===== src/rtl/pc_sequencer_param_pkg.sv =====
// Shared definitions for the parametrised fetch-stage program counter:
// instruction kind encodings and the delay-pipe entry layout.
package pc_sequencer_param_pkg;

  typedef enum logic [1:0] {
    KIND_SEQ  = 2'b00,
    KIND_JUMP = 2'b01,
    KIND_CALL = 2'b10,
    KIND_RET  = 2'b11
  } kind_e;

  // Entry targets are sized for the widest supported PC (ADDR_W <= 64).
  localparam int PIPE_TGT_W = 64;

  typedef struct packed {
    logic                  valid;
    logic [PIPE_TGT_W-1:0] target;
  } pipe_entry_t;

endpackage


===== src/rtl/pc_sequencer_param_return_stack_ring.sv =====
// Circular return-address stack. A push when full overwrites the oldest entry.
// A pop when empty changes nothing. Both cases set sticky flags.
module return_stack_ring #(
  parameter int ADDR_W      = 32,
  parameter int STACK_DEPTH = 8
) (
  input  logic                             clk,
  input  logic                             reset,
  input  logic                             do_push,
  input  logic                             do_pop,
  input  logic [ADDR_W-1:0]                push_data,
  output logic [ADDR_W-1:0]                top,
  output logic [$clog2(STACK_DEPTH+1)-1:0] count,
  output logic                             overflow,
  output logic                             underflow
);

  localparam int PTR_W = $clog2(STACK_DEPTH);
  localparam int CNT_W = $clog2(STACK_DEPTH+1);

  logic [ADDR_W-1:0] mem [STACK_DEPTH];
  logic [PTR_W-1:0]  top_ptr;

  function automatic logic [PTR_W-1:0] ptr_inc(input logic [PTR_W-1:0] p);
    return (p == PTR_W'(STACK_DEPTH-1)) ? '0 : p + PTR_W'(1);
  endfunction

  function automatic logic [PTR_W-1:0] ptr_dec(input logic [PTR_W-1:0] p);
    return (p == '0) ? PTR_W'(STACK_DEPTH-1) : p - PTR_W'(1);
  endfunction

  assign top = mem[top_ptr];

  always_ff @(posedge clk) begin
    if (do_push) mem[ptr_inc(top_ptr)] <= push_data;
  end

  always_ff @(posedge clk) begin
    if (reset) begin
      top_ptr   <= '0;
      count     <= '0;
      overflow  <= 1'b0;
      underflow <= 1'b0;
    end else if (do_push) begin
      top_ptr <= ptr_inc(top_ptr);
      if (count == CNT_W'(STACK_DEPTH)) overflow <= 1'b1;
      else                              count    <= count + CNT_W'(1);
    end else if (do_pop) begin
      if (count == '0) begin
        underflow <= 1'b1;
      end else begin
        top_ptr <= ptr_dec(top_ptr);
        count   <= count - CNT_W'(1);
      end
    end
  end

endmodule


===== src/rtl/pc_sequencer_param.sv =====
// Fetch-stage PC sequencer: immediate jump/call/return, delayed branch and
// register-jump redirects with flush of younger pending redirects.
module pc_sequencer_param
  import pc_sequencer_param_pkg::*;
#(
  parameter int                ADDR_W       = 32,
  parameter int                STACK_DEPTH  = 8,
  parameter int                BR_DELAY     = 2,
  parameter int                JR_DELAY     = 1,
  parameter logic [ADDR_W-1:0] RESET_VECTOR = '0
) (
  input  logic                             clk,
  input  logic                             reset,
  input  logic                             keep_pc,
  input  logic [1:0]                       kind,
  input  logic [ADDR_W-1:0]                target,
  input  logic                             is_branch,
  input  logic                             is_jump_reg,
  input  logic                             branch_taken,
  input  logic [ADDR_W-1:0]                rs_value,
  output logic [ADDR_W-1:0]                pc,
  output logic                             stack_overflow,
  output logic                             stack_underflow,
  output logic [$clog2(STACK_DEPTH+1)-1:0] stack_count
);

  pipe_entry_t         br_q [BR_DELAY];
  logic [JR_DELAY-1:0] jr_q;
  logic [BR_DELAY-1:0] br_keep;
  logic [JR_DELAY-1:0] jr_keep;
  logic                br_fire, jr_fire, issue;
  logic                do_push, do_pop;
  logic [ADDR_W-1:0]   pc_next, stack_top;

  assign br_fire = br_q[BR_DELAY-1].valid && branch_taken;
  assign jr_fire = jr_q[JR_DELAY-1];
  assign issue   = !keep_pc && !br_fire && !jr_fire;

  // Entry i of either pipe was issued i+1 cycles ago; anything issued after
  // the firing instruction is dropped.
  always_comb begin
    br_keep = '1;
    jr_keep = '1;
    if (br_fire) begin
      for (int i = 0; i < BR_DELAY; i++) if (i < BR_DELAY-1) br_keep[i] = 1'b0;
      for (int i = 0; i < JR_DELAY; i++) if (i < BR_DELAY-1) jr_keep[i] = 1'b0;
    end else if (jr_fire) begin
      for (int i = 0; i < BR_DELAY; i++) if (i < JR_DELAY-1) br_keep[i] = 1'b0;
      for (int i = 0; i < JR_DELAY; i++) if (i < JR_DELAY-1) jr_keep[i] = 1'b0;
    end
  end

  always_comb begin
    pc_next = pc + ADDR_W'(1);
    do_push = 1'b0;
    do_pop  = 1'b0;
    if (br_fire) begin
      pc_next = ADDR_W'(br_q[BR_DELAY-1].target);
    end else if (jr_fire) begin
      pc_next = rs_value;
    end else if (keep_pc) begin
      pc_next = pc;
    end else begin
      case (kind_e'(kind))
        KIND_JUMP: pc_next = target;
        KIND_CALL: begin
          pc_next = target;
          do_push = 1'b1;
        end
        KIND_RET: begin
          do_pop = 1'b1;
          if (stack_count != '0) pc_next = stack_top;
        end
        default: ;
      endcase
    end
  end

  // Stage boundary: PC register and redirect tag pipes
  always_ff @(posedge clk) begin
    for (int i = BR_DELAY-1; i > 0; i--) br_q[i].target <= br_q[i-1].target;
    br_q[0].target <= PIPE_TGT_W'(target);
    if (reset) begin
      pc   <= RESET_VECTOR;
      jr_q <= '0;
      for (int i = 0; i < BR_DELAY; i++) br_q[i].valid <= 1'b0;
    end else begin
      pc <= pc_next;
      for (int i = BR_DELAY-1; i > 0; i--) br_q[i].valid <= br_q[i-1].valid && br_keep[i-1];
      br_q[0].valid <= issue && is_branch;
      for (int i = JR_DELAY-1; i > 0; i--) jr_q[i] <= jr_q[i-1] && jr_keep[i-1];
      jr_q[0] <= issue && is_jump_reg;
    end
  end

  return_stack_ring #(
    .ADDR_W      (ADDR_W),
    .STACK_DEPTH (STACK_DEPTH)
  ) u_ring (
    .clk       (clk),
    .reset     (reset),
    .do_push   (do_push),
    .do_pop    (do_pop),
    .push_data (pc + ADDR_W'(1)),
    .top       (stack_top),
    .count     (stack_count),
    .overflow  (stack_overflow),
    .underflow (stack_underflow)
  );

endmodule


===== config.mk =====
export PLATFORM = sky130hd
export DESIGN_NAME = pc_sequencer_param
export DESIGN_NICKNAME = d
export VERILOG_FILES = /design/src/rtl/pc_sequencer_param_pkg.sv /design/src/rtl/pc_sequencer_param_return_stack_ring.sv /design/src/rtl/pc_sequencer_param.sv
export SDC_FILE = /design/constraint.sdc
export NUM_CORES = 1
export LEC_CHECK = 0
export BUFFER_PORTS_ARGS = -buffer_cell sky130_fd_sc_hd__buf_2
export CAP_MARGIN = 20
export CORE_UTILIZATION = 50
export CTS_CLUSTER_SIZE = 14
export DETAILED_ROUTE_END_ITERATION = 7
export PLACE_DENSITY = 0.66
export SYNTH_ARGS = -nofsm -noshare
export SYNTH_HDL_FRONTEND = slang
export SYNTH_HIERARCHICAL = 1
export SYNTH_SLANG_ARGS = --single-unit

===== constraint.sdc =====
create_clock -name clk -period 6 [get_ports clk]
set_input_delay 0.9 -clock clk [delete_from_list [all_inputs] [get_ports clk]]
set_output_delay 0.9 -clock clk [all_outputs]
set_load 0.05 [all_outputs]

# Yosys cells after proc, flatten, opt, wreduce, memory -nomap -nowiden
# Memories as Yosys holds them, arrays and structs flattened. A register that Yosys moved wholly into a read port is not among the register bits.
# Index checks and enable logic that the tools add are counted.
[classes]
n_bitwise = 3
add_sub_neg = 5
n_eq_ne = 8
n_reduce_logical = 18
muxes = 32
[ops]
columns = ["op", "n"]
rows = [
  ["$mux W32", 4],
  ["$pmux W32 S2", 1],
  ["$add A32 B1 Y32 const B", 1],
  ["$mux W3", 7],
  ["$mux W1", 16],
  ["$mux W4", 4],
  ["$logic_and A1 B1 Y1", 6],
  ["$reduce_and A3 Y1", 2],
  ["$add A4 B1 Y4 const B", 1],
  ["$eq A2 B2 Y1 const B", 2],
  ["$eq A4 B4 Y1 const B", 1],
  ["$logic_not A4 Y1", 1],
  ["$ne A2 B2 Y1 const B", 2],
  ["$reduce_and A2 Y1", 2],
  ["$reduce_bool A4 Y1", 1],
  ["$sub A4 B1 Y4 const B", 1],
  ["$add A3 B1 Y3 const B", 1],
  ["$eq A3 B3 Y1 const B", 1],
  ["$logic_not A1 Y1", 3],
  ["$logic_not A3 Y1", 1],
  ["$ne A3 B1 Y1 const B", 1],
  ["$sub A3 B1 Y3 const B", 1],
  ["$eq A2 B1 Y1 const B", 1],
  ["$or A1 B1 Y1", 2],
  ["other kinds (3)", 3],
]
[word_totals]
wordCells = 74
out_inout_bits = 38
ramBits = 386
regBits = 42
n_memories = 2
in_bits = 72
[mem_list]
columns = ["memory", "depth", "width", "rd", "rd_clocked_by_memory_dff", "write_ports", "line_no", "rtl"]
rows = [
  ["u_ring.mem", 8, 32, 1, 1, 1, "pc_sequencer_param_return_stack_ring.sv:21", "logic [ADDR_W-1:0] mem [STACK_DEPTH];"],
  ["br_q", 2, 65, 2, 0, 2, "pc_sequencer_param.sv:27", "pipe_entry_t br_q [BR_DELAY];"],
]

# Logic depth before layout (Yosys ltp)
# Gate-level depths: netlist (run 1).
[depth]
ltp_word = 9
depth_mapped = 12
ltp_nobuf = 10

# By module
# Netlist (run 1), hierarchy kept.
[modules_own_cells]
columns = ["mod", "area_each_um2", "n_inst", "cells_per_inst", "seq_area_each_um2"]
rows = [
  ["return_stack_ring", 10520.1, 1, 462, 7927.6],
  ["pc_sequencer_param", 4692.0, 1, 549, 1981.9],
]

# Least setup slack after synthesis (run 1)
# Ideal clock, no wire load.
[synth_path]
path_kind = "input -> register"
start = "input port branch_taken"
end = "memory u_ring.mem[5][0] (enable)"
slack_ns = 2.180
required_ns = 5.579
cell_stages = 8
setup_ns = 0.421
t_arrival_ns = 3.399
n_path_buf = 1
path_cell_list = "nand2_1 nand2_1 nor2_1 and2_1 buf_2 inv_1 or3_1 nor2_1"
[synth_via]
elab_chain_cells = 4
[synth_rtl]
columns = ["item", "line_no", "rtl"]
rows = [
  ["start: declaration", "pc_sequencer_param.sv:19", "input logic branch_taken,"],
  ["$logic_and A1 B1 Y1", "pc_sequencer_param.sv:35", "assign br_fire = br_q[BR_DELAY-1].valid && branch_taken;"],
  ["$mux W1", "pc_sequencer_param.sv:57", "if (br_fire) begin"],
  ["named net do_push", "pc_sequencer_param.sv:32", "logic do_push, do_pop;"],
  ["$mux W1", "pc_sequencer_param_return_stack_ring.sv:35", "if (do_push) mem[ptr_inc(top_ptr)] <= push_data;"],
  ["$mux W1 (implied by the code)", "pc_sequencer_param_return_stack_ring.sv:35", ""],
  ["end: declaration", "pc_sequencer_param_return_stack_ring.sv:21", ""],
]
# The timed path passes the listed nets, and every way through them passes these cells.

# Worst setup path after layout (run 1)
[layout_path]
start = "register jr_q, in the netlist jr_fire"
end = "memory u_ring.mem[1][2] (enable)"
[layout_via]
elab_chain_cells = 4
[layout_rtl]
columns = ["item", "line_no", "rtl"]
rows = [
  ["start: declaration", "pc_sequencer_param.sv:28", "logic [JR_DELAY-1:0] jr_q;"],
  ["$mux W1", "pc_sequencer_param.sv:59", "end else if (jr_fire) begin"],
  ["$mux W1", "pc_sequencer_param.sv:57", ""],
  ["named net do_push", "pc_sequencer_param.sv:32", ""],
  ["$mux W1", "pc_sequencer_param_return_stack_ring.sv:35", ""],
  ["$mux W1 (implied by the code)", "pc_sequencer_param_return_stack_ring.sv:35", ""],
]
# The timed path passes the listed nets, and every way through them passes these cells.

==> results_dict.tcl, run 1 <==
set metrics [dict create \
    status "finished clean" \
    post-route-cell-area_mm2 0.0175 \
    syn2layout_area_growth_pct 14.9 \
    gp_congestion 0.844 \
    h-tree-depth 2 \
    powerDensity_mw_per_mm2 333 \
    drv_slew 0 \
    hpwlAfterDp_mm 25.7 \
    num_rows 63 \
    reg2reg_to "u_ring/mem[1][2]" \
    synth-main-ff-cell "edfxtp_1" \
    maxCapViolations 0 \
    fmax_ghz 0.274 \
    finClkSkew_ns 0.0123 \
    holdPathStages 0 \
    rsz0062_at_grt "no" \
    cts_max_path_buffers 3 \
    crit_arrival_ns 3.88 \
    post-route-period-util_pct 60.9 \
    ys_types 71 \
    grt_pass1_wl_mm 59.2 \
    final_cell_mix "256 x edfxtp_1, 109 x buf_2, 108 x dfxtp_1, 60 x nand2_1, 55 x nor2_1" \
    power.leakage_nw 6.11 \
    whs_endpoint "br_q[0][47]" \
    ys_seq_area_share_pct 65.1 \
    post_cts_buffers 0 \
    synth-edff-count 256 \
    startpoint_type "register" \
    firstDrtPassIters 6 \
    hold_start "br_q[0][14]" \
    wl_per_cell_um 26.1 \
    cp-end-kind "register" \
    hold_viol 0 \
    coreArea_mm2 0.0298 \
    min_path_type "register to register" \
    dieHeight_um 176 \
    power_frac_clock_pct 39.6 \
    seqPwrFrac_pct 49.9 \
    cts_hold_buf 0 \
    syn_area_per_cell_um2 15.0 \
    cts_num_sinks 367 \
    dp_slack_ns 2.22 \
    drcViolationCount 0 \
    p_comb_share_pct 10.5 \
    switching_share_pct 24.8 \
    detail-route-antenna-nets 0 \
    drt-initial-drc-count 909 \
    ys_async_sr_fraction_pct 0 \
    ys_warn_count 6 \
    cts-root-buf "clkbuf_16" \
    fin_tns_setup_ns 0 \
    clk_latency_ns 0.53 \
    portBuffers 109 \
    reg2regPathDepth 8 \
    switching_power_w 0.00144 \
    p_int_w 0.00438 \
    overflow 0 \
    synthesis.area_mm2 0.0152 \
    dieArea_mm2 0.0311 \
    io_pins 110 \
    worst-setup-path-type "register to register" \
    drive_gt1_share_pct 24.1 \
    finish.utilization_pct 58.7 \
    nets 1201 \
    antenna_found_initial 1 \
    critPathRequiredTime_ns 6.23 \
    start_util_pct 51.1 \
    clkTransAtPathRegs_ns 0.06 \
    worst_slack_ns 2.35 \
    cts_resized 0 \
    r2r_start "jr_fire" \
    die_w_um 176 \
    setup_viol 0 \
    final_common_cell "edfxtp_1" \
    synthesis.nets 1094 \
    slew-limit-headroom_pct 28.5 \
    cp_max_fo 17 \
    vias 9670 \
    grt_max_degree 42 \
    synth-seq-cells 367 \
    antenna_cells 0 \
    netlist_instances 1011 \
    cts_tree "yes" \
    dpl_cell_area_mm2 0.0163 \
    fin_crit_ns 3.65 \
    worstMarginPinSlew_ns 1.07 \
    numCtsBuffers 39 \
    grt.total_usage_pct 26.2 \
    vdd_drop_max_mv 0.256 \
    viasPerCell 6.29 \
    r2r_slack_ns 2.35 \
    finalWirelength_mm 40.1 \
    grt_pass1_vias 9496 \
]
-- power by group through the flow --
| stage | Clock, W | Combinational, W | Sequential (W) |
|---|---|---|---|
| 2_1_floorplan | 0 | 0.000345 | 0.00299 |
| 3_3_place_gp | 0 | 0.000590 | 0.00295 |
| 3_5_place_dp | 0 | 0.000601 | 0.00296 |
| 4_1_cts | 0.00234 | 0.000604 | 0.00290 |
| 5_1_grt | 0.00244 | 0.000645 | 0.00291 |
| 6_report | 0.00231 | 0.000608 | 0.00290 |
-- Yosys cell counts (6+ instances only) --
library cell  instances  area share, %
nand2b_1              6           0.25
nor2b_1               6           0.25
nand4_1              10           0.41
buf_1                 9           0.22
o21ai_0              15           0.49
nand2_1              60            1.5
xnor2_1              18            1.0
ha_1                 10           0.82
o22a_1                6           0.35
o22ai_1               7           0.29
nor4_1               10           0.41
inv_1                14           0.35
edfxtp_1            256             51
clkbuf_1             37           0.91
a31oi_1               7           0.29
o221ai_1              8           0.46
dfxtp_1             111             15
o31a_1                7           0.40
buf_6                 8           0.59
a211oi_1             14           0.69
and2_1                7           0.29
mux4_2               25            3.7
nor3_1               26           0.86
buf_2                10           0.33
xor2_1                7           0.40
nor2_1               62            1.5
a221o_1               7           0.46
mux2_2               32            2.4
mux4_1               40            6.9
or3_1                 9           0.37
a21oi_1              50            1.6
a221oi_1             10           0.58
nand3_1              16           0.53
a22oi_1              16           0.79
-- registers in the layout, indices dropped and copies added (netlist names), named ones only --
signal            count
jr_fire               1
br_q                 66
pc                   32
u_ring/count          4
u_ring/mem          256
u_ring/top_ptr        3
u_ring/underflow      1
u_ring/overflow       1
-- final cells by class --
cell class | instances | area (um2)
Fill cell | 2335 | 12300
Sequential cell | 367 | 9920
Clock buffer | 50 | 1070
Multi-Input combinational cell | 566 | 5010
Tap cell | 390 | 488
Timing Repair Buffer | 130 | 788
Clock inverter | 20 | 153
Inverter | 14 | 52.6
-- metal layers --
layer  track usage [%]  share of wire, %  vias up
li1                  -                 -     4230
met1              36.8                41     4855
met2              40.9                47      488
met3              4.61               8.9       97
met4              9.73               3.2        0
met5                 0                 0        -
-- worst max-delay path by stage --
stage                       from                end  slack, ns  cells after the start
floorplan           branch_taken   u_ring/mem[5][0]       2.18                      8
global placement    branch_taken  u_ring/mem[5][21]       2.06                      8
detailed placement  branch_taken  u_ring/mem[5][21]       2.22                      9
CTS                      jr_fire   u_ring/mem[1][0]       2.36                      8
global route             jr_fire  u_ring/mem[1][17]       2.15                      8
finish                   jr_fire   u_ring/mem[1][2]       2.35                      8
-- through the flow --
stage                     std cells  hold slack, ns  total power (W)
after floorplan                1011           0.310          0.00334
after global placement         1462           0.310          0.00354
after detailed placement       1467           0.312          0.00356
after CTS                      1537           0.322          0.00584
after global routing           1537           0.328          0.00600
final                          1537           0.320          0.00582
-- worst max-delay path: stages, from the launching register on --
cell	delay, ns
dfxtp_1	0.31
inv_1	0.47
nand2_1	0.39
nor2_1	0.19
and2_1	0.38
inv_1	0.25
or3_1	0.49
nor2_4	0.61
buf_16	0.25
-- cell families after synthesis --
kind of cell / count (synthesis) / synth area share, %
AO/OA/AOI/OAI: 188 / 8.87
XOR/XNOR: 25 / 1.44
adder cells (fa/ha/maj): 11 / 0.954
buffers and inverters: 78 / 2.40
flip-flops: 367 / 65.1
multiplexers: 100 / 13.2
AND/OR/NAND/NOR: 242 / 8.02
Note: power is estimated with default switching activity, not from simulation.
==> run 2, diff against run 1 <==
clock period = 3.6 ns   (was 6 ns; I/O delays follow)
==> results_dict.tcl, run 2 (synthesis gave the netlist of run 1 again) <==
set metrics [dict create \
    top_usage_layer "met2" \
    switching_share_pct 24.6 \
    cts-root-buf "clkbuf_16" \
    grt_use_met3_pct 4.57 \
    power.leakage_nw 6.18 \
    post-route-period-util_pct 80.5 \
    finalWirelength_mm 39.9 \
    nets 1216 \
    startpoint_type "register" \
    worst-setup-path-type "register to register" \
    fin_tns_setup_ns 0 \
    die_w_um 176 \
    firstDrtPassIters 5 \
    finClkSkew_ns 0.0257 \
    clk_latency_ns 0.53 \
    grt_max_degree 65 \
    h-tree-depth 2 \
    path_cells "nand4_1 -> or4_1 -> or3_4 -> nor2_1 -> xor2_1" \
    grt.total_usage_pct 26.1 \
    power_frac_clock_pct 39.3 \
    vdd_drop_max_mv 0.348 \
    gp_congestion 0.825 \
    coreArea_mm2 0.0298 \
    viasPerCell 6.24 \
    start_util_pct 51.1 \
    met1_usage_pct 35.9 \
    powerDensity_mw_per_mm2 548 \
    dpl_cell_area_mm2 0.0164 \
    antenna_found_initial 0 \
    cts_num_sinks 367 \
    drv_slew 0 \
    worstMarginPinSlew_ns 0.935 \
    drive_gt1_share_pct 24.9 \
    overflow 0 \
    num_rows 63 \
    maxCapViolations 0 \
    rsz0062_at_grt "no" \
    post-route-cell-area_mm2 0.0176 \
    detail-route-antenna-nets 0 \
    cp-end-kind "register" \
    dieHeight_um 176 \
    setup_viol 0 \
    crit_arrival_ns 3.16 \
    top_register "u_ring/mem" \
    largest_register_ffs 256 \
    grt_pass1_vias 9475 \
    fmax_ghz 0.345 \
    status "finished clean" \
    drcViolationCount 0 \
    fin_crit_ns 2.90 \
    final_common_cell "edfxtp_1" \
    use_met2_pct 41.8 \
    dieArea_mm2 0.0311 \
    wl_per_cell_um 25.7 \
    min_path_type "input port to register" \
    p_int_w 0.00728 \
    clkTransAtPathRegs_ns 0.06 \
    max_stage_delay_ns 0.81 \
    hold_viol 0 \
    antenna_cells 0 \
    hpwlAfterDp_mm 25.3 \
    cts_hold_buf 0 \
    cts_max_path_buffers 3 \
    critPathRequiredTime_ns 3.86 \
    final_cell_mix "256 x edfxtp_1, 109 x buf_2, 108 x dfxtp_1, 60 x nand2_1, 55 x nor2_1" \
    fill_cells 2333 \
    grt_pass1_wl_mm 59.3 \
    numCtsBuffers 39 \
    p_comb_share_pct 10.9 \
    reg_top3 "u_ring/mem (256), br_q (66), pc (32)" \
    io_pins 110 \
    slowest_stage "or4_1" \
    portBuffers 109 \
    cts_resized 0 \
    slew-limit-headroom_pct 37.5 \
    switching_power_w 0.00237 \
    seqPwrFrac_pct 49.9 \
    cts_tree "yes" \
    cp_max_fo 16 \
    syn2layout_area_growth_pct 15.7 \
    post_cts_buffers 0 \
    power.total_w 0.00965 \
    drt-initial-drc-count 962 \
    vias 9682 \
]
-- run 2: cell count changes in the layout (fill, tap and decap cells not counted), moves of 2 or more --
cell / change
buf_16: -3
buf_12: +7
clkinv_2: -2
inv_4: -2
buf_4: +11
clkbuf_1: +3
clkbuf_8: +4
-- run 2: critical path, delay by kind of cell, from the launching register on --
family | cells | cell delay (ns)
DFF | 1 | 0.45
xor gates and xnor gates | 1 | 0.44
and+or+nand+nor | 4 | 1.73
-- run 2: path summary, 6_finish.rpt --
kind / start / endpoint / slack, ns / cells past startpoint
worst max register to register: pc[12] / u_ring/mem[3][30] / 0.70 / 5
worst min-delay path: target[22] / br_q[0][22] / 0.14 / 1
worst max-delay path: pc[12] / u_ring/mem[3][30] / 0.70 / 5
worst min register to register: br_q[0][12] / br_q[0][45] / 0.32 / 0
-- run 2: cell type report --
class / count / area [um2] / area share, %
well taps: 390 / 488 / 2.77
clock buffers: 56 / 1110 / 6.31
repair buffers: 145 / 928 / 5.27
clock inverters: 14 / 97.6 / 0.554
inverters: 14 / 52.6 / 0.299
multi-input cells: 566 / 5010 / 28.5
flip-flops and latches: 367 / 9920 / 56.3
-- run 2: power groups by stage --
stage / sequential (W) / clock (W) / combinational, W
after floorplan: 0.00499 / 0 / 0.000574
after global placement: 0.00489 / 0 / 0.00103
after detailed placement: 0.00490 / 0 / 0.00104
after CTS: 0.00481 / 0.00384 / 0.00105
after global routing: 0.00482 / 0.00400 / 0.00112
final: 0.00481 / 0.00379 / 0.00105
-- run 2: layer usage --
| metal | vias up | wire [um] |
|---|---|---|
| met5 | - | 0 |
| met4 | 0 | 1210 |
| met1 | 4848 | 16400 |
| met3 | 77 | 3410 |
| li1 | 4273 | - |
| met2 | 484 | 18900 |
-- run 2: per-stage QoR --
step                setup slack, ns  utilization [%]  cells  hold slack, ns
finish                        0.703             59.1   1552           0.136
global route                  0.468             59.1   1552           0.124
CTS                           0.752             59.1   1552           0.124
detailed placement            0.789             55.0   1482           0.313
global placement              0.861             55.0   1482           0.310
floorplan                     0.132                -   1011           0.310
==> run 3, diff against run 2 <==
clock period = 2.8 ns   (was 3.6 ns; I/O delays follow)
==> results_dict.tcl, run 3 (synthesis gave the netlist of run 1 again) <==
set metrics [dict create \
    hold_viol 0 \
    die_w_um 176 \
    min_path_type "input port to register" \
    hpwlAfterDp_mm 26.3 \
    largest_register_ffs 256 \
    overflow 0 \
    max_stage_delay_ns 0.72 \
    viasPerCell 6.17 \
    finalWirelength_mm 40.4 \
    portBuffers 109 \
    status "finished clean" \
    power.leakage_nw 6.49 \
    worst-setup-path-type "register to register" \
    grt_max_degree 47 \
    gp_congestion 0.844 \
    worstMarginPinSlew_ns 0.787 \
    drv_slew 0 \
    vdd_drop_max_mv 0.845 \
    dp_slack_ns 0.225 \
    reg_top3 "u_ring/mem (256), br_q (66), pc (32)" \
    multi_input_area_mm2 0.00502 \
    regArea_mm2 0.00992 \
    final_common_cell "edfxtp_1" \
    slowest_stage "or4_1" \
    drt-initial-drc-count 849 \
    cts_tree "yes" \
    slew-limit-headroom_pct 47.1 \
    finClkSkew_ns 0.0220 \
    crit_path_end "u_ring/mem[7][29]" \
    startpoint_type "register" \
    powerDensity_mw_per_mm2 712 \
    dieHeight_um 176 \
    rsz0062_at_grt "no" \
    path_buf_inv 1 \
    dieArea_mm2 0.0311 \
    h-tree-depth 2 \
    final_cell_mix "256 x edfxtp_1, 109 x buf_2, 108 x dfxtp_1, 64 x buf_4, 60 x nand2_1" \
    critPathRequiredTime_ns 3.03 \
    cp_max_fo 9 \
    reg2regPathDepth 5 \
    r2r_start "pc[8]" \
    syn2layout_area_growth_pct 19.2 \
    cts-root-buf "clkbuf_16" \
    post-route-period-util_pct 90.7 \
    reg2reg_to "u_ring/mem[7][29]" \
    drive_gt1_share_pct 27.8 \
    io_pins 110 \
    cts_num_sinks 367 \
    clkTransAtPathRegs_ns 0.06 \
    setup_viol 0 \
    cp_top_family "simple AND/OR/NAND/NOR gates" \
    antenna_cells 0 \
    cp-end-kind "register" \
    grt.total_usage_pct 26.4 \
    r2r_slack_ns 0.26 \
    start_util_pct 51.1 \
    nets 1262 \
    grt_pass1_wl_mm 59.8 \
    worst_slack_ns 0.261 \
    coreArea_mm2 0.0298 \
    drcViolationCount 0 \
    numCtsBuffers 40 \
    top_register "u_ring/mem" \
    cts_max_path_buffers 3 \
    worstSetupStartpoint "pc[8]" \
    vias 9883 \
    fill_cells 2263 \
    firstDrtPassIters 5 \
    num_rows 63 \
    worstSetupPathDepth 5 \
    detail-route-antenna-nets 0 \
    grt_pass1_vias 9550 \
    timing.hold.ws_ns 0.0159 \
    crit_arrival_ns 2.77 \
    post_cts_buffers 0 \
    fmax_ghz 0.394 \
    maxCapViolations 0 \
    wl_per_cell_um 25.2 \
    clk_latency_ns 0.54 \
    path_cells "nand4_2 -> or4_1 -> buf_4 -> o31a_1 -> or2_1" \
    fin_crit_ns 2.54 \
    antenna_found_initial 0 \
]
-- run 3: changes by cell type in the layout (fill, tap and decap cells not counted), moves of 3 or more --
cell / previous run / this run
clkbuf_16: 39 / 42
buf_12: 9 / 13
clkbuf_1: 10 / 7
buf_4: 27 / 64
dlygate4sd3_1: 0 / 4
-- run 3: layer usage --
layer / track usage (%) / part of all wire [%] / vias up
met5: 0 / 0 / -
met2: 40.6 / 46 / 476
li1: - / - / 4350
met3: 5.86 / 9.0 / 98
met1: 36.5 / 41 / 4959
met4: 10.8 / 3.6 / 0
-- run 3: power breakdown --
group          internal (W)  switching [W]
sequential          0.00602       0.000121
clock               0.00316        0.00213
combinational      0.000559       0.000931
total               0.00975        0.00318
-- run 3: metrics by stage --
step                      total power (W)  area [um2]  setup TNS, ns  utilization [%]  std cells
after floorplan                   0.00716       15200         -16.11                -       1011
after global routing               0.0133       18100              0             60.9       1601
final                              0.0129       18100              0             60.9       1601
after CTS                          0.0130       18100              0             60.9       1601
after global placement            0.00770       16800              0             56.2       1523
after detailed placement          0.00772       16800              0             56.2       1523
-- run 3: final cells by class --
cell class / instances / area share (%)
repair buffers: 190 / 7.31
well taps: 390 / 2.69
multi-input cells: 566 / 27.7
clock buffers: 54 / 6.32
inverters: 14 / 0.290
flip-flops and latches: 367 / 54.7
clock inverters: 20 / 1.08
-- run 3: what timing repair did --
item                                    CTS  global route
hold endpoints to repair                  4             0
endpoints found under the setup margin    0             8
resized for setup                         0             1
hold buffers                              4             0
-- run 3: worst min-delay path by stage --
stage | from | endpoint | slack, ns | cells after the start
finish | target[22] | br_q[0][22] | 0.02 | 1
global route | target[28] | br_q[0][28] | 0.003 | 1
CTS | target[28] | br_q[0][28] | 0.002 | 1
detailed placement | br_q[0][5] | br_q[0][38] | 0.31 | 0
global placement | br_q[0][20] | br_q[0][53] | 0.31 | 0
floorplan | br_q[0][0] | br_q[0][33] | 0.31 | 0
